## config.mk

```make
export PLATFORM = sky130hd
export DESIGN_NAME = borrow_ahead_subtractor16
export DESIGN_NICKNAME = d
export VERILOG_FILES = /design/src/rtl/bas_pkg.sv /design/src/rtl/bas_lookahead4.sv /design/src/rtl/borrow_ahead_subtractor16.sv
export SDC_FILE = /design/constraint.sdc
export NUM_CORES = 1
export LEC_CHECK = 0
export ABC_AREA = 1
export CAP_MARGIN = 10
export CORE_ASPECT_RATIO = 2
export CORE_UTILIZATION = 45
export CTS_BUF_LIST = sky130_fd_sc_hd__clkbuf_4 sky130_fd_sc_hd__clkbuf_8 sky130_fd_sc_hd__clkbuf_16
export DETAILED_ROUTE_END_ITERATION = 6
export PLACE_DENSITY = 0.76
export SYNTH_ARGS = -nofsm -noshare
export SYNTH_HDL_FRONTEND = slang
export SYNTH_HIERARCHICAL = 1
export SYNTH_SLANG_ARGS = --single-unit
```

## constraint.sdc

```tcl
create_clock -name clk -period 2.35 [get_ports clk]
set_input_delay 0.47 -clock clk [delete_from_list [all_inputs] [get_ports clk]]
set_output_delay 0.47 -clock clk [all_outputs]
set_load 0.05 [all_outputs]
```

## src/rtl/bas_pkg.sv

```systemverilog
// Shared constants, types and the 4-bit borrow generate/propagate reduction
// for the borrow-lookahead subtractor.
package bas_pkg;

  localparam int WIDTH   = 16;
  localparam int GROUP   = 4;
  localparam int NGROUPS = WIDTH / GROUP;

  typedef struct packed {
    logic g;
    logic p;
  } gp_t;

  // Borrow out of a 4-bit group with zero borrow-in, and whether
  // a borrow-in would pass straight through the whole group.
  function automatic gp_t group_gp(
    input logic [GROUP-1:0] g,
    input logic [GROUP-1:0] p
  );
    gp_t r;
    r.g = g[3]
        | (p[3] & g[2])
        | (p[3] & p[2] & g[1])
        | (p[3] & p[2] & p[1] & g[0]);
    r.p = &p;
    return r;
  endfunction

endpackage

```

## src/rtl/bas_lookahead4.sv

```systemverilog
// Combinational 4-wide borrow lookahead: internal borrows plus
// group generate/propagate.
module bas_lookahead4
  import bas_pkg::*;
(
  input  logic [3:0] g,
  input  logic [3:0] p,
  input  logic       cin,
  output logic [3:1] c,
  output logic       G,
  output logic       P
);

  gp_t gp;

  always_comb begin
    c[1] = g[0]
         | (p[0] & cin);
    c[2] = g[1]
         | (p[1] & g[0])
         | (p[1] & p[0] & cin);
    c[3] = g[2]
         | (p[2] & g[1])
         | (p[2] & p[1] & g[0])
         | (p[2] & p[1] & p[0] & cin);
    gp   = group_gp(g, p);
    G    = gp.g;
    P    = gp.p;
  end

endmodule

```

## src/rtl/borrow_ahead_subtractor16.sv

```systemverilog
// Two-stage borrow-lookahead subtractor with valid/ready on both sides.
// Define BAS_SIGNED_OVF_EN to add a registered two's-complement ovf output.
module borrow_ahead_subtractor16
  import bas_pkg::*;
#(
  parameter int WIDTH = 16,
  parameter int GROUP = 4
) (
  input  logic             clk,
  input  logic             rst,
  input  logic             in_valid,
  output logic             in_ready,
  input  logic [WIDTH-1:0] a,
  input  logic [WIDTH-1:0] b,
  input  logic             bin,
  output logic             out_valid,
  input  logic             out_ready,
  output logic [WIDTH-1:0] diff,
  output logic             bout,
  output logic             Gm,
  output logic             Pm
`ifdef BAS_SIGNED_OVF_EN
  ,
  output logic             ovf
`endif
);

  localparam int NG = WIDTH / GROUP;

  // handshake
  logic v1;
  logic v2;
  logic s2_free;
  logic load;
  logic adv;

  assign s2_free   = !v2 | out_ready;
  assign in_ready  = !v1 | s2_free;
  assign load      = in_valid & in_ready;
  assign adv       = v1 & s2_free;
  assign out_valid = v2;

  // stage 1 combinational terms
  logic [WIDTH-1:0] g0;
  logic [WIDTH-1:0] p0;
  logic [NG-1:0]    gg0;
  logic [NG-1:0]    pg0;

  assign g0 = ~a & b;
  assign p0 = ~(a ^ b);

  for (genvar k = 0; k < NG; k++) begin : g_s1
    assign {gg0[k], pg0[k]} =
      group_gp(g0[GROUP*k +: GROUP], p0[GROUP*k +: GROUP]);
  end

  // stage 1 registers
  logic [WIDTH-1:0] x1;
  logic [WIDTH-1:0] g1;
  logic [WIDTH-1:0] p1;
  logic [NG-1:0]    gg1;
  logic [NG-1:0]    pg1;
  logic             bin1;
`ifdef BAS_SIGNED_OVF_EN
  logic             a_msb1;
  logic             b_msb1;
`endif

  always_ff @(posedge clk or posedge rst) begin
    if (rst) begin
      v1   <= 1'b0;
      x1   <= '0;
      g1   <= '0;
      p1   <= '0;
      gg1  <= '0;
      pg1  <= '0;
      bin1 <= 1'b0;
`ifdef BAS_SIGNED_OVF_EN
      a_msb1 <= 1'b0;
      b_msb1 <= 1'b0;
`endif
    end else begin
      v1 <= load | (v1 & !adv);
      if (load) begin
        x1   <= a ^ b;
        g1   <= g0;
        p1   <= p0;
        gg1  <= gg0;
        pg1  <= pg0;
        bin1 <= bin;
`ifdef BAS_SIGNED_OVF_EN
        a_msb1 <= a[WIDTH-1];
        b_msb1 <= b[WIDTH-1];
`endif
      end
    end
  end

  // stage 2: group borrow-ins by lookahead
  logic [3:1]       top_c;
  logic [NG-1:0]    cg;
  logic             gm_c;
  logic             pm_c;

  bas_lookahead4 u_top (
    .g   (gg1),
    .p   (pg1),
    .cin (bin1),
    .c   (top_c),
    .G   (gm_c),
    .P   (pm_c)
  );

  assign cg = {top_c, bin1};

  // per-group internal borrows
  logic [WIDTH-1:0] br;
  logic [NG-1:0]    grp_g;
  logic [NG-1:0]    grp_p;

  for (genvar k = 0; k < NG; k++) begin : g_s2
    logic [3:1] ci;
    bas_lookahead4 u_grp (
      .g   (g1[GROUP*k +: GROUP]),
      .p   (p1[GROUP*k +: GROUP]),
      .cin (cg[k]),
      .c   (ci),
      .G   (grp_g[k]),
      .P   (grp_p[k])
    );
    assign br[GROUP*k +: GROUP] = {ci, cg[k]};
  end

  // group G/P are already registered from stage 1
  logic unused_grp;
  assign unused_grp = ^{grp_g, grp_p};

  logic [WIDTH-1:0] diff_c;
  logic             bout_c;

  assign diff_c = x1 ^ br;
  assign bout_c = gm_c | (pm_c & bin1);

`ifdef BAS_SIGNED_OVF_EN
  logic ovf_c;
  assign ovf_c = (a_msb1 ^ b_msb1)
               & (diff_c[WIDTH-1] ^ a_msb1);
`endif

  always_ff @(posedge clk or posedge rst) begin
    if (rst) begin
      v2   <= 1'b0;
      diff <= '0;
      bout <= 1'b0;
      Gm   <= 1'b0;
      Pm   <= 1'b0;
`ifdef BAS_SIGNED_OVF_EN
      ovf  <= 1'b0;
`endif
    end else if (s2_free) begin
      v2 <= v1;
      if (v1) begin
        diff <= diff_c;
        bout <= bout_c;
        Gm   <= gm_c;
        Pm   <= pm_c;
`ifdef BAS_SIGNED_OVF_EN
        ovf  <= ovf_c;
`endif
      end
    end
  end

endmodule
```

# --- After elaboration in Yosys (flattened, before gate mapping) ---
# Cells that the tools add are included.
word_totals:
  mem_bits_rw: 0
  latch_bits: 0
  in_bits: 37
  memories: 0
  reg_bits: 76
  romBits: 0
  word_cells: 149
op_classes:
  eq_ne: 0
  div: 0
  bitwise_logic: 128
  n_lt_le_gt_ge: 0
  n_mul: 0
  shift: 0
  n_mux: 0
  add_sub_neg: 0
  n_reduce_logical: 9
ops:
  columns: ["operator", "count"]
  rows:
  - ["$and 1x1->1", 74]
  - ["$or 1x1->1", 49]
  - ["$not 16->16", 2]
  - ["$xor 16x16->16", 2]
  - ["$reduce_and 4->1", 5]
  - ["$and 16x16->16", 1]
  - ["$logic_not 1->1", 3]
  - ["$reduce_and 2->1", 1]

# --- Logic depth before layout (Yosys ltp) ---
logic_depth:
  depth_word: 7
  depth_mapped: 10
  depth_no_buf: 10

# --- Modules after synthesis ---
# Netlist, hierarchy kept.
modules_own_cells:
  columns: ["mod", "instances", "cells_each", "area_per_inst_um2", "seq_area_each_um2"]
  rows:
  - ["borrow_ahead_subtractor16", 1, 376, 3439.5, 1951.9]
  - ["bas_lookahead4", 5, 20, 85.1, 0.0]

# --- Worst setup path after synthesis ---
# No wires, ideal clock.
synth_timing:
  kind: "reg-to-reg"
  from: "reg v2, in the netlist out_valid"
  to: "reg, netlist name p1[15]"
  slack_ps: 582
  period_less_slack_ps: 1768
  t_arrival_ps: 1652
  required_ps: 2233
  stages_incl_launch_ff: 8
  path_cell_list: "dfrtp_1 > nand3_2 > nand2_2 > inv_2 > buf_6 > buf_6 > nand2_1 > nand2_1"
synth_lines:
  columns: ["element", "line_no", "text"]
  rows:
  - ["start, declared", "borrow_ahead_subtractor16.sv:32", "logic v2;"]
  - ["start signal, assigned", "borrow_ahead_subtractor16.sv:161", "v2 <= v1;"]

# --- Final worst setup path ---
layout_timing:
  from: "reg v2, in the netlist out_valid"
  to: "out out_valid"
layout_lines:
  columns: ["element", "line_no", "text"]
  rows:
  - ["end, declared", "borrow_ahead_subtractor16.sv:16", "output logic out_valid,"]
# No word-level cell between the ends.

==> metrics.yaml <==
outcome: "finished, final reports clean"
die_x_um: 64
gp_congestion: 0.801
dr.first_iter.drc_count: 108
fill_cells: 640
h-tree-depth: 3
place_ws_ns: 0.531
clockRootBuffer: "clkbuf_16"
grt_max_degree: 75
ant_nets: 0
critPathCaptureType: "primary output"
via_count: 2776
cts.reportedPaths.clkPinSlew_ns: 0.05
antenna_cells: 0
wl_mm: 6.83
power_frac_clock_pct: 29.4
hold_path.class: "primary input to async pin"
fin_nets: 525
critPathArrivalTime_ns: 1.50
viasPerCell: 4.88
max_freq_mhz: 506
placed_cell_area_um2: 4090
p_total_mw: 4.42
syn-num-nets: 469
p_switching_mw: 1.57
grt_pass1_wl_mm: 12.3
drc_errors: 0
cts.hold.buffers_added: 0
cts_resized: 0
intPower_mw: 2.85
die_area_um2: 8060
seq_power_share_pct: 37.6
ir_drop_uv: 487
drv_slew: 0
final-hold-violation-count: 0
syn-cell-area_um2: 3460
clk_path_buf_depth: 2
ioPinCount: 58
critPathMaxStageDelay_ns: 0.81
rsz0062_at_grt: "false"
cts.sinks: 70
worst_pin_slew_ns: 0.523
dr.pass1.iters: 4
antenna_found_initial: 0
final_area_um2: 4380
postCtsSetupBuffers: 0
std_cell_rows: 44
cp_top_family: "buffers and inverters"
wire_per_inst_um: 12.0
coreArea_um2: 7320
relSlewSlack_pct: 65.0
crit_required_ns: 1.88
syn2layout_area_growth_pct: 26.5
worst_slack_ns: 0.375
ys_warn_count: 6
fin_crit_ns: 1.97
numPortBuffers: 57
cp_max_fo: 3
finalCritPeriodShare_pct: 84.0
critPathLaunchType: "flop"
crit_buf_inv: 1
setup.worst_path.class: "flop to primary output"
swShare_pct: 35.5
dpl.hpwl_mm: 4.83
cts_tree: "done"
drive_above_1_share_pct: 7.34
fin_tns_setup_ns: 0
grt_pass1_vias: 2809
syn_avg_cell_area_um2: 8.32
power_frac_comb_pct: 33.0
finalSetupViolations: 0
insertion_delay_ns: 0.33
grt_use_total_pct: 19.8
syn-instance-count: 416
numCtsBuffers: 9
cp_cell_sequence: "clkdlybuf4s50_1"
start_util_pct: 47.2
grt_remaining_overflow: 0
clock_skew_ns: 0.00726
leakage_nw: 2.21
die_h_um: 126
slowest_stage: "clkdlybuf4s50_1"
pwr_density_cell_nw_per_um2: 1010
maxCapViolCount: 0
## layer usage
layer  track usage (%)  vias up  share of wire, %
met1              23.1     1281                39
met4              9.49        0               2.3
li1                  -     1412                 -
met3              4.17       13               3.8
met5                 0        -                 0
met2              33.9       70                55
## sequential cells by signal (all words and copies together), names as in the netlist
name	cells
diff	16
x1	16
g1	12
p1	12
gg1	4
pg1	4
Gm	1
Pm	1
bin1	1
bout	1
out_valid	1
v1	1
## power by group through the flow
stage | clock network, mW | logic, mW | registers [mW]
6_report | 1.30 | 1.46 | 1.66
5_1_grt | 1.38 | 1.59 | 1.70
4_1_cts | 1.32 | 1.48 | 1.66
3_5_place_dp | 0 | 1.47 | 1.68
3_3_place_gp | 0 | 1.45 | 1.67
2_1_floorplan | 0 | 0.535 | 2.13
## final timing paths
| kind | startpoint | cells after the start | end | slack, ns |
|---|---|---|---|---|
| setup / recovery | out_valid$_DFFE_PP0P_ | 1 | out_valid | 0.38 |
| hold / removal | rst | 2 | gg1[0]$_DFFE_PP0P_ | 0.45 |
| setup reg to reg | bin1$_DFFE_PP0P_ | 10 | diff[15]$_DFFE_PP0P_ | 0.82 |
| hold reg to reg | diff[8]$_DFFE_PP0P_ | 2 | diff[8]$_DFFE_PP0P_ | 0.48 |
| max in group asynchronous | rst | 3 | g1[14]$_DFFE_PP0P_ | 1.37 |
| min in group clk | diff[8]$_DFFE_PP0P_ | 2 | diff[8]$_DFFE_PP0P_ | 0.48 |
## per-stage QoR
stage	util [%]	hold slack, ns	std cells
finish	59.8	0.449	569
detailed placement	55.8	0.468	553
global route	59.8	0.502	569
CTS	59.8	0.450	569
global placement	55.8	0.466	553
floorplan	-	0.450	416
## cell usage in the layout (no fill, tap or decap), types with 8 or more instances in the layout
cell and count:
nand2_1 167, dfrtp_1 70, clkdlybuf4s50_1 56, inv_1 42, o21ai_0 39, xnor2_1 16, ha_1 16, nand2_2 11
nand3_1 10, nor2_1 9, clkbuf_16 9, nand4_1 8
## worst register-to-register path, delay by kind of cell (launching register included)
| family | cells | cell delay (ns) |
|---|---|---|
| simple gates | 8 | 0.72 |
| flops | 1 | 0.49 |
| xor+xnor | 1 | 0.11 |
| compound gates | 1 | 0.09 |
## layout make-up
class | count | area [um^2] | share of cell area [%]
inverters | 44 | 165 | 3.77
repair buffers | 61 | 636 | 14.5
well taps | 92 | 115 | 2.63
clock inverters | 5 | 50.0 | 1.14
flip-flops and latches | 70 | 1750 | 40.0
multi-input cells | 286 | 1420 | 32.4
clock buffers | 11 | 240 | 5.49
Note: power is estimated with default switching activity, not from simulation.
